<file path="config.mk">
export PLATFORM = sky130hd
export DESIGN_NAME = fp_addsub_pipe
export DESIGN_NICKNAME = d
export VERILOG_FILES = /design/src/rtl/fp_addsub_pipe.sv
export SDC_FILE = /design/constraint.sdc
export NUM_CORES = 1
export LEC_CHECK = 0
export ABC_AREA = 1
export CORE_MARGIN = 1
export CORE_UTILIZATION = 47
export DETAILED_ROUTE_END_ITERATION = 12
export PLACE_DENSITY = 0.65
export SYNTH_ARGS = -nofsm -noshare
export SYNTH_HDL_FRONTEND = slang
export SYNTH_SLANG_ARGS = --single-unit
</file>
<file path="constraint.sdc">
create_clock -name clk -period 6.16 [get_ports clk]
set_input_delay 0.616 -clock clk [delete_from_list [all_inputs] [get_ports clk]]
set_output_delay 0.616 -clock clk [all_outputs]
set_load 0.02 [all_outputs]
</file>
<file path="src/rtl/fp_addsub_pipe.sv">
// Multi-cycle floating-point adder/subtractor with parametrised exponent and
// mantissa widths. One operation is in flight at a time. It walks through
// IDLE -> ALIGN -> ADD -> NORM -> ROUND -> DONE.
// Handshake: an input transfer happens on a rising edge where in_valid and
// in_ready are both high. An output transfer happens on a rising edge where
// out_valid and out_ready are both high. While out_valid is high and
// out_ready is low, result and flags are held stable.
// Subnormal operands are flushed to zero. The result is rounded to nearest
// even, and NaN results are always the canonical quiet NaN.
module fp_addsub_pipe #(
    parameter int EXP_W = 8,
    parameter int MAN_W = 23
) (
    input  logic                 clk,
    input  logic                 rst,
    input  logic                 in_valid,
    output logic                 in_ready,
    input  logic [EXP_W+MAN_W:0] a,
    input  logic [EXP_W+MAN_W:0] b,
    input  logic                 op,
    output logic                 out_valid,
    input  logic                 out_ready,
    output logic [EXP_W+MAN_W:0] result,
    output logic                 invalid,
    output logic                 overflow,
    output logic                 underflow,
    output logic                 inexact
);
    localparam int W   = 1 + EXP_W + MAN_W;
    localparam int SW  = MAN_W + 4;          // hidden, frac, guard, round, sticky
    localparam int XW  = EXP_W + 2;          // signed internal exponent
    localparam int LZW = $clog2(SW);
    localparam logic [EXP_W-1:0] EMAX = '1;

    typedef enum logic [2:0] {IDLE, ALIGN, ADD, NORM, ROUND, DONE} state_t;
    state_t state, state_nxt;

    // captured operands and per-stage registers
    logic [W-1:0]   a_q, b_q;
    logic           op_q;
    logic           sp_r, sp_inv_r, sgn_r, sub_r, zero_r;
    logic [W-1:0]   sp_res_r;
    logic [XW-1:0]  ex_r;
    logic [SW-1:0]  big_r, sml_r, nrm_r;
    logic [SW:0]    sum_r;

    // align-stage combinational signals
    logic           sa, sb, s_big, s_sml;
    logic [EXP_W-1:0] ea, eb, e_big, e_sml, diff, sh;
    logic [MAN_W-1:0] fa, fb, f_big, f_sml;
    logic           a_nan, b_nan, a_inf, b_inf, a_zero, b_zero, a_big;
    logic [SW-1:0]  sig_sml, sml_c;
    logic           sp_c, sp_inv_c;
    logic [W-1:0]   sp_res_c;

    // norm/round-stage combinational signals
    logic [LZW-1:0] lz;
    logic [SW-1:0]  nrm_c;
    logic [XW-1:0]  ex_nc, ex_f;
    logic [MAN_W+1:0] mant;
    logic [MAN_W-1:0] frac_f;
    logic           inc, rnd_inx;
    logic [W-1:0]   res_c;
    logic           inv_c, ovf_c, unf_c, inx_c;

    assign in_ready  = (state == IDLE) && !rst;
    assign out_valid = (state == DONE);

    // state register; reset drops any operation in flight
    always_ff @(posedge clk or posedge rst) begin
        if (rst) state <= IDLE;
        else     state <= state_nxt;
    end

    // next-state: one cycle per middle stage, DONE waits for the consumer
    always_comb begin
        state_nxt = state;
        case (state)
            IDLE:    if (in_valid && in_ready) state_nxt = ALIGN;
            ALIGN:   state_nxt = ADD;
            ADD:     state_nxt = NORM;
            NORM:    state_nxt = ROUND;
            ROUND:   state_nxt = DONE;
            DONE:    if (out_ready) state_nxt = IDLE;
            default: state_nxt = IDLE;
        endcase
    end

    // decode, special-case detection and alignment of the smaller operand
    always_comb begin
        sa = a_q[W-1];
        ea = a_q[W-2:MAN_W];
        fa = a_q[MAN_W-1:0];
        sb = b_q[W-1] ^ op_q;
        eb = b_q[W-2:MAN_W];
        fb = b_q[MAN_W-1:0];
        a_zero = (ea == '0);
        b_zero = (eb == '0);
        a_inf  = (ea == EMAX) && (fa == '0);
        b_inf  = (eb == EMAX) && (fb == '0);
        a_nan  = (ea == EMAX) && (fa != '0);
        b_nan  = (eb == EMAX) && (fb != '0);
        a_big  = {ea, fa} >= {eb, fb};
        s_big  = a_big ? sa : sb;
        s_sml  = a_big ? sb : sa;
        e_big  = a_big ? ea : eb;
        e_sml  = a_big ? eb : ea;
        f_big  = a_big ? fa : fb;
        f_sml  = a_big ? fb : fa;
        diff   = e_big - e_sml;
        sh     = (32'(diff) > MAN_W + 3) ? EXP_W'(MAN_W + 3) : diff;
        sig_sml = {1'b1, f_sml, 3'b000};
        sml_c   = sig_sml >> sh;
        sml_c[0] = sml_c[0] | (|(sig_sml & ~({SW{1'b1}} << sh)));

        sp_c     = 1'b1;
        sp_inv_c = 1'b0;
        sp_res_c = '0;
        if (a_nan || b_nan || (a_inf && b_inf && (sa != sb))) begin
            sp_res_c = {1'b0, EMAX, 1'b1, {(MAN_W-1){1'b0}}};
            sp_inv_c = 1'b1;
        end else if (a_inf) begin
            sp_res_c = {sa, a_q[W-2:0]};
        end else if (b_inf) begin
            sp_res_c = {sb, b_q[W-2:0]};
        end else if (a_zero && b_zero) begin
            sp_res_c = {sa & sb, {(W-1){1'b0}}};
        end else if (a_zero) begin
            sp_res_c = {sb, b_q[W-2:0]};
        end else if (b_zero) begin
            sp_res_c = {sa, a_q[W-2:0]};
        end else begin
            sp_c = 1'b0;
        end
    end

    // normalisation: carry shifts right, otherwise shift out leading zeros
    always_comb begin
        lz = '0;
        for (int i = 0; i < SW; i++) begin
            if (sum_r[i]) lz = LZW'(SW - 1 - i);
        end
        if (sum_r[SW]) begin
            nrm_c = {sum_r[SW:2], sum_r[1] | sum_r[0]};
            ex_nc = ex_r + XW'(1);
        end else begin
            nrm_c = sum_r[SW-1:0] << lz;
            ex_nc = ex_r - XW'(lz);
        end
    end

    // round to nearest even, then range check and special override
    always_comb begin
        inc     = nrm_r[2] & (nrm_r[1] | nrm_r[0] | nrm_r[3]);
        rnd_inx = nrm_r[2] | nrm_r[1] | nrm_r[0];
        mant    = {1'b0, nrm_r[SW-1:3]} + (MAN_W+2)'(inc);
        if (mant[MAN_W+1]) begin
            ex_f   = ex_r + XW'(1);
            frac_f = mant[MAN_W:1];
        end else begin
            ex_f   = ex_r;
            frac_f = mant[MAN_W-1:0];
        end
        res_c = '0;
        inv_c = 1'b0;
        ovf_c = 1'b0;
        unf_c = 1'b0;
        inx_c = 1'b0;
        if (sp_r) begin
            res_c = sp_res_r;
            inv_c = sp_inv_r;
        end else if (zero_r) begin
            res_c = '0;
        end else if (!ex_f[XW-1] && (ex_f >= {2'b00, EMAX})) begin
            res_c = {sgn_r, EMAX, {MAN_W{1'b0}}};
            ovf_c = 1'b1;
            inx_c = 1'b1;
        end else if (ex_f[XW-1] || (ex_f == '0)) begin
            res_c = {sgn_r, {(W-1){1'b0}}};
            unf_c = 1'b1;
            inx_c = 1'b1;
        end else begin
            res_c = {sgn_r, ex_f[EXP_W-1:0], frac_f};
            inx_c = rnd_inx;
        end
    end

    // datapath registers, each loaded in the state that produces them
    always_ff @(posedge clk) begin
        case (state)
            IDLE: begin
                if (in_valid && in_ready) begin
                    a_q  <= a;
                    b_q  <= b;
                    op_q <= op;
                end
            end
            ALIGN: begin
                sp_r     <= sp_c;
                sp_res_r <= sp_res_c;
                sp_inv_r <= sp_inv_c;
                sgn_r    <= s_big;
                ex_r     <= {2'b00, e_big};
                big_r    <= {1'b1, f_big, 3'b000};
                sml_r    <= sml_c;
                sub_r    <= s_big ^ s_sml;
            end
            ADD: begin
                sum_r <= sub_r ? ({1'b0, big_r} - {1'b0, sml_r})
                               : ({1'b0, big_r} + {1'b0, sml_r});
            end
            NORM: begin
                nrm_r  <= nrm_c;
                ex_r   <= ex_nc;
                zero_r <= (sum_r == '0);
            end
            default: ;
        endcase
    end

    // result and flags: cleared by reset, flags cleared on accept, loaded leaving ROUND
    always_ff @(posedge clk or posedge rst) begin
        if (rst) begin
            result    <= '0;
            invalid   <= 1'b0;
            overflow  <= 1'b0;
            underflow <= 1'b0;
            inexact   <= 1'b0;
        end else if (in_valid && in_ready) begin
            invalid   <= 1'b0;
            overflow  <= 1'b0;
            underflow <= 1'b0;
            inexact   <= 1'b0;
        end else if (state == ROUND) begin
            result    <= res_c;
            invalid   <= inv_c;
            overflow  <= ovf_c;
            underflow <= unf_c;
            inexact   <= inx_c;
        end
    end
endmodule

</file>
==> results.toml, run 1 <==
[sta]
rsz0062_at_grt = "false"
maxSlewHeadroom_pct = 15.4
finalHoldViolations = 0
skew_ns = 0.0271
maxSlewViolCount = 0
finalCritPeriodShare_pct = 84.5
worst_pin_slew_ns = 1.26
finalSetupViolations = 0
tns_ns = 0
clock.fmax_mhz = 192
final.min_clock_period_ns = 5.21

[clock_tree]
cts_buffer_depth = 3
ctsHoldBuffers = 0
clk_pin_slew_ns = 0.06
cts_root_buf = "clkbuf_16"
cts_setup_buffers = 0
cts_tree = "done"
clk_latency_ns = 0.58
cts_made_buffers = 28
cts_sinks = 256
post_cts_resized = 0
h-tree-depth = 1

[routing]
viasPerCell = 5.79
drc = 0
vias = 17200
routed_wl_um = 59100
first_pass_iters = 7
ant_nets = 0
wl_per_cell_um = 19.9
dr.first_iter.drc_count = 1727

[min_path]
holdPathEnd = "result[31]"
min_from = "sgn_r"
whs_path_depth = 2
hp-class = "flop to flop"

[placed_design]
dp_hpwl_um = 45800
gp_congestion = 1.00
io_buffers = 106

[synth]
synth_xor_area_share_pct = 2.68
syn_area_um2 = 18300
syn_area_per_cell_um2 = 7.69
synth_top_family_by_area = "simple AND/OR/NAND/NOR gates"
ys_seq_area_share_pct = 41.0
synth-edff-count = 217
synthArstFlopShare_pct = 15.2
synth_nets = 2534
synth_fa_ha_area_share_pct = 6.17
ys_warn_count = 0
synth-compound-area-share_pct = 12.2
synthMuxAreaShare_pct = 0.329
syn_inst = 2376
yosys.area_share.simple_pct = 28.7
ys_ff_latch = 256
synth_ff_type = "edfxtp_1"
synth_cell_types = 57

[floorplanning]
start_util_pct = 48.2
io_pins = 107
core_area_um2 = 37900
die_y_um = 199
dieArea_um2 = 39700
core.rowCount = 71
fp.dieW_um = 199

[final_layout]
syn2layout_area_growth_pct = 13.3
register_area_um2 = 7490
drive_gt1_share_pct = 4.72
filler_cell_count = 3585
final_common_cell = "nand2_1"
multi_input_area_um2 = 9170
num-nets-final = 2595
layout_common_cells = "539 x nand2_1, 320 x nand3_1, 301 x inv_1"

[global_route]
antenna_found_initial = 0
track_usage_pct = 29.9
grt.met1_usage_pct = 41.5
use_met2_pct = 47.9
grt_start_max_net_pins = 84
grt_remaining_overflow = 0
grt_pass1_wl_um = 90200
grt_use_met3_pct = 4.42
top_usage_layer = "met2"
grt_pass1_vias = 15900

[worst_setup_path]
critPathRequiredTime_ns = 6.47
r2r_slack_ns = 0.95
cp_num_cells = 28
r2r_start = "a_q[26]"
crit_buf_inv = 4
worstSetupEndpointType = "flop"
startpoint_type = "flop"
crit_arrival_ns = 5.51
cpMostUsedCell = "nand2_1"
path_class = "flop to flop"
r2r_end = "sml_r[0]"
critPathTopFamily = "simple AND/OR/NAND/NOR gates"
critPathSlowestCell = "edfxtp_1"
worstRegToRegCells = 28
slowest_delay_ns = 0.49
crit_fanout = 25

[power]
finalPower_uw = 9560
vdd_ir_drop_max_v = 0.000234
p_leak_uw = 0.00911
power_density_nw_per_um2 = 462

[outcome]
status = "finished clean"

[run]
cap_violations = 0
-- logic make-up after synthesis --
group | count (synthesis)
AOI/OAI and AO/OA | 385
adders and majority gates | 89
muxes | 6
and+or+nand+nor | 1171
DFF | 256
xor gates and xnor gates | 56
buffers and inverters | 413
-- cell usage after synthesis, types with 7 or more instances --
cell type / instances / area share, %
inv_1: 302 / 6.2
o21ai_1: 13 / 0.36
xor2_1: 49 / 2.3
a21oi_1: 136 / 3.7
nor3_1: 22 / 0.60
clkinv_1: 7 / 0.14
inv_2: 8 / 0.16
o211ai_1: 19 / 0.78
nand2_1: 539 / 11
nor4_1: 16 / 0.55
buf_2: 10 / 0.27
nand3_1: 320 / 8.8
xnor2_1: 7 / 0.34
clkbuf_1: 68 / 1.4
o22ai_1: 8 / 0.27
a31oi_1: 8 / 0.27
ha_1: 87 / 6.0
o311ai_0: 12 / 0.57
edfxtp_1: 217 / 36
nand4_1: 63 / 2.2
o21ai_0: 133 / 3.6
dfrtp_1: 39 / 5.3
a32oi_1: 21 / 1.0
nand2_2: 8 / 0.27
nor2_1: 173 / 3.6
-- worst register-to-register path: cells and delay by family (launching register included) --
kind,cells,cell delay [ns]
buffers and inverters,4,0.80
DFF,1,0.49
AOI/OAI and AO/OA,1,0.13
and+or+nand+nor,21,2.70
adders and majority gates,2,0.84
-- sequential cells by signal (all words and copies together) (netlist names), 3 cells and up --
name	count
result	32
a_q	32
state	3
nrm_r	27
sum_r	28
b_q	32
sp_res_r	32
ex_r	10
sml_r	27
big_r	23
-- worst max-delay path by stage --
stage             start         to  slack (ns)
6_report        a_q[26]   sml_r[0]        0.95
5_1_grt         b_q[27]   sml_r[2]        0.46
4_1_cts         b_q[27]   sml_r[0]        1.07
3_5_place_dp    a_q[26]   sml_r[0]        1.09
3_3_place_gp    b_q[23]   sml_r[0]        1.16
2_1_floorplan  state[1]  big_r[10]        1.52
-- report_power, final --
group	switching, uW	internal, uW	total, uW
logic	3130	1520	4640
registers	493	2630	3120
clock network	710	1090	1800
total	4330	5240	9560
-- per-stage QoR --
stage	worst slack (ns)	cells	hold slack, ns	instance area [um^2]	util (%)
finish	0.955	2971	0.486	20700	54.6
detailed placement	1.09	2918	0.486	19700	52.0
global route	0.455	2970	0.507	20700	54.6
global placement	1.16	2918	0.470	19700	52.0
CTS	1.07	2970	0.491	20700	54.6
floorplan	1.52	2376	0.426	18300	-
-- layer usage --
metal | part of all wire (%) | wire (um)
met5 | 0 | 0
met4 | 3.6 | 2100
met3 | 8.1 | 4780
met2 | 45 | 26400
met1 | 44 | 25800
-- cell type report --
cell class / instances / share of cell area (%)
Multi-Input combinational cell: 1707 / 44.3
Tap cell: 511 / 3.09
Clock inverter: 16 / 1.16
Timing Repair Buffer: 127 / 5.88
Antenna cell: 1 / 0.0121
Inverter: 317 / 5.74
Clock buffer: 36 / 3.67
Sequential cell: 256 / 36.2
(Power assumes the default switching activity.)
==> inputs of run 2 (changes only) <==
--- a/config.mk
+++ b/config.mk
@@ -9,7 +9,7 @@
 export CORE_MARGIN = 1
 export CORE_UTILIZATION = 47
 export DETAILED_ROUTE_END_ITERATION = 12
-export PLACE_DENSITY = 0.65
+export PLACE_DENSITY = 0.68
 export SYNTH_ARGS = -nofsm -noshare
 export SYNTH_HDL_FRONTEND = slang
 export SYNTH_SLANG_ARGS = --single-unit
==> constraint.sdc (replaced) <==
create_clock -name clk -period 4.7 [get_ports clk]
set_input_delay 0.47 -clock clk [delete_from_list [all_inputs] [get_ports clk]]
set_output_delay 0.47 -clock clk [all_outputs]
set_load 0.02 [all_outputs]
==> run 2 against run 1 <==
Effect of this change:
- register-to-register slack got worse by 0.70 ns
- flip-flop and latch count did not move
- critical path depth up 2
- cell count up 1.3%
- setup slack worse by 0.70 ns
- global-route usage rose by 0.079 points
- wire length grew 0.48%
- clock power grew 27%
- power increased by 32%
- via count increased by 1.4%
==> results.toml, run 2 (synthesized netlist as in run 1, its figures left out) <==
[final_layout]
drive_gt1_share_pct = 6.40
final_common_cell = "nand2_1"
filler_cell_count = 3592
multi_input_area_um2 = 9250
finish.instance_area_um2 = 21000
n_antenna_cell = 0
register_area_um2 = 7490
syn2layout_area_growth_pct = 15.1
layout_common_cells = "539 x nand2_1, 320 x nand3_1, 301 x inv_1"
num-nets-final = 2634

[floorplanning]
start_util_pct = 48.2
core.rowCount = 71
die_y_um = 199
fp.dieW_um = 199
dieArea_um2 = 39700
io_pins = 107
core_area_um2 = 37900

[outcome]
status = "finished clean"

[routing]
dr.first_iter.drc_count = 1756
wl_per_cell_um = 19.7
routed_wl_um = 59400
ant_nets = 0
viasPerCell = 5.79
first_pass_iters = 6
vias = 17400
drc = 0

[sta]
finalSetupViolations = 0
clock.fmax_mhz = 225
final.min_clock_period_ns = 4.44
skew_ns = 0.0151
finalHoldViolations = 0
finalCritPeriodShare_pct = 94.6
maxSlewHeadroom_pct = 24.1
maxSlewViolCount = 0
rsz0062_at_grt = "true"
tns_ns = 0
worst_pin_slew_ns = 1.14

[worst_setup_path]
critPathRequiredTime_ns = 5.03
crit_fanout = 19
slowest_delay_ns = 0.48
critPathSlowestCell = "edfxtp_1"
crit_arrival_ns = 4.77
cpMostUsedCell = "nand2_1"
startpoint_type = "flop"
worstSetupEndpointType = "flop"
path_class = "flop to flop"

[clock_tree]
cts_root_buf = "clkbuf_16"
cts_made_buffers = 29
clk_latency_ns = 0.59
cts_buffer_depth = 3
clk_pin_slew_ns = 0.06
cts_tree = "done"
h-tree-depth = 1
cts_sinks = 256

[placed_design]
io_buffers = 106
postPlaceCellArea_um2 = 19900
dp_hpwl_um = 45700
gp_congestion = 0.997

[global_route]
top_usage_layer = "met2"
grt.met1_usage_pct = 41.1
grt_pass1_wl_um = 91000
track_usage_pct = 30.0
grt_start_max_net_pins = 92
antenna_found_initial = 0
use_met2_pct = 48.5
grt_remaining_overflow = 0
grt_use_met3_pct = 3.54
grt_pass1_vias = 16100

[power]
vdd_ir_drop_max_v = 0.000319
finalPower_uw = 12600
power_density_nw_per_um2 = 600
p_leak_uw = 0.00926

[run]
cap_violations = 0

[min_path]
hp-class = "input pin to asynchronous set/reset pin"
## run 2: area by class of cell
cell class                      count  area share (%)
Clock buffer                       31            3.49
Clock inverter                     23            1.09
Inverter                          317            5.68
Multi-Input combinational cell   1709            44.0
Timing Repair Buffer              163            7.10
Tap cell                          511            3.04
Sequential cell                   256            35.6
## run 2: repair_timing
action | CTS | global route
hold buffers | 0 | 0
endpoints found under the setup margin | 0 | 26
gates resized for setup | 0 | 15
buffers inserted | 0 | 11
## run 2: final timing paths
kind / from / end / slack, ns / cells after the start
hold / removal: rst / invalid / 0.35 / 3
max in group asynchronous: rst / result[8] / 3.97 / 3
hold reg to reg: sgn_r / result[31] / 0.46 / 2
min in group clk: b[20] / b_q[20] / 0.43 / 1
setup / recovery: a_q[25] / sml_r[0] / 0.26 / 30
setup reg to reg: a_q[25] / sml_r[0] / 0.26 / 30
## run 2: layer usage
layer	share of wire, %	vias to the layer above	wire (um)
li1	-	8325	-
met1	42	8029	24900
met2	45	919	26700
met3	8.7	163	5190
met4	4.5	0	2650
met5	0	-	0
## run 2: power breakdown
part           total, uW  internal, uW  switching (uW)  leakage [uW]
registers           4090          3450             641       0.00251
logic               6230          2080            4150       0.00629
clock network       2290          1310             984      0.000466
total              12600          6840            5770       0.00926
## run 2: through the flow
step / setup slack [ns] / hold WS, ns / utilization, % / instances
floorplan: 0.0596 / 0.426 / - / 2376
global placement: 0.236 / 0.464 / 52.5 / 2943
detailed placement: 0.199 / 0.466 / 52.5 / 2943
CTS: 0.165 / 0.354 / 55.0 / 2997
global route: -0.0365 / 0.407 / 55.5 / 3010
finish: 0.256 / 0.346 / 55.5 / 3010
## run 2: critical path, delay by kind of cell, from the launching register on
family	cells	cell delay, ns
adder cells (fa/ha/maj)	2	0.74
buffers and inverters	5	0.44
flip-flops	1	0.48
AND/OR/NAND/NOR	22	2.37
AO/OA/AOI/OAI	1	0.13
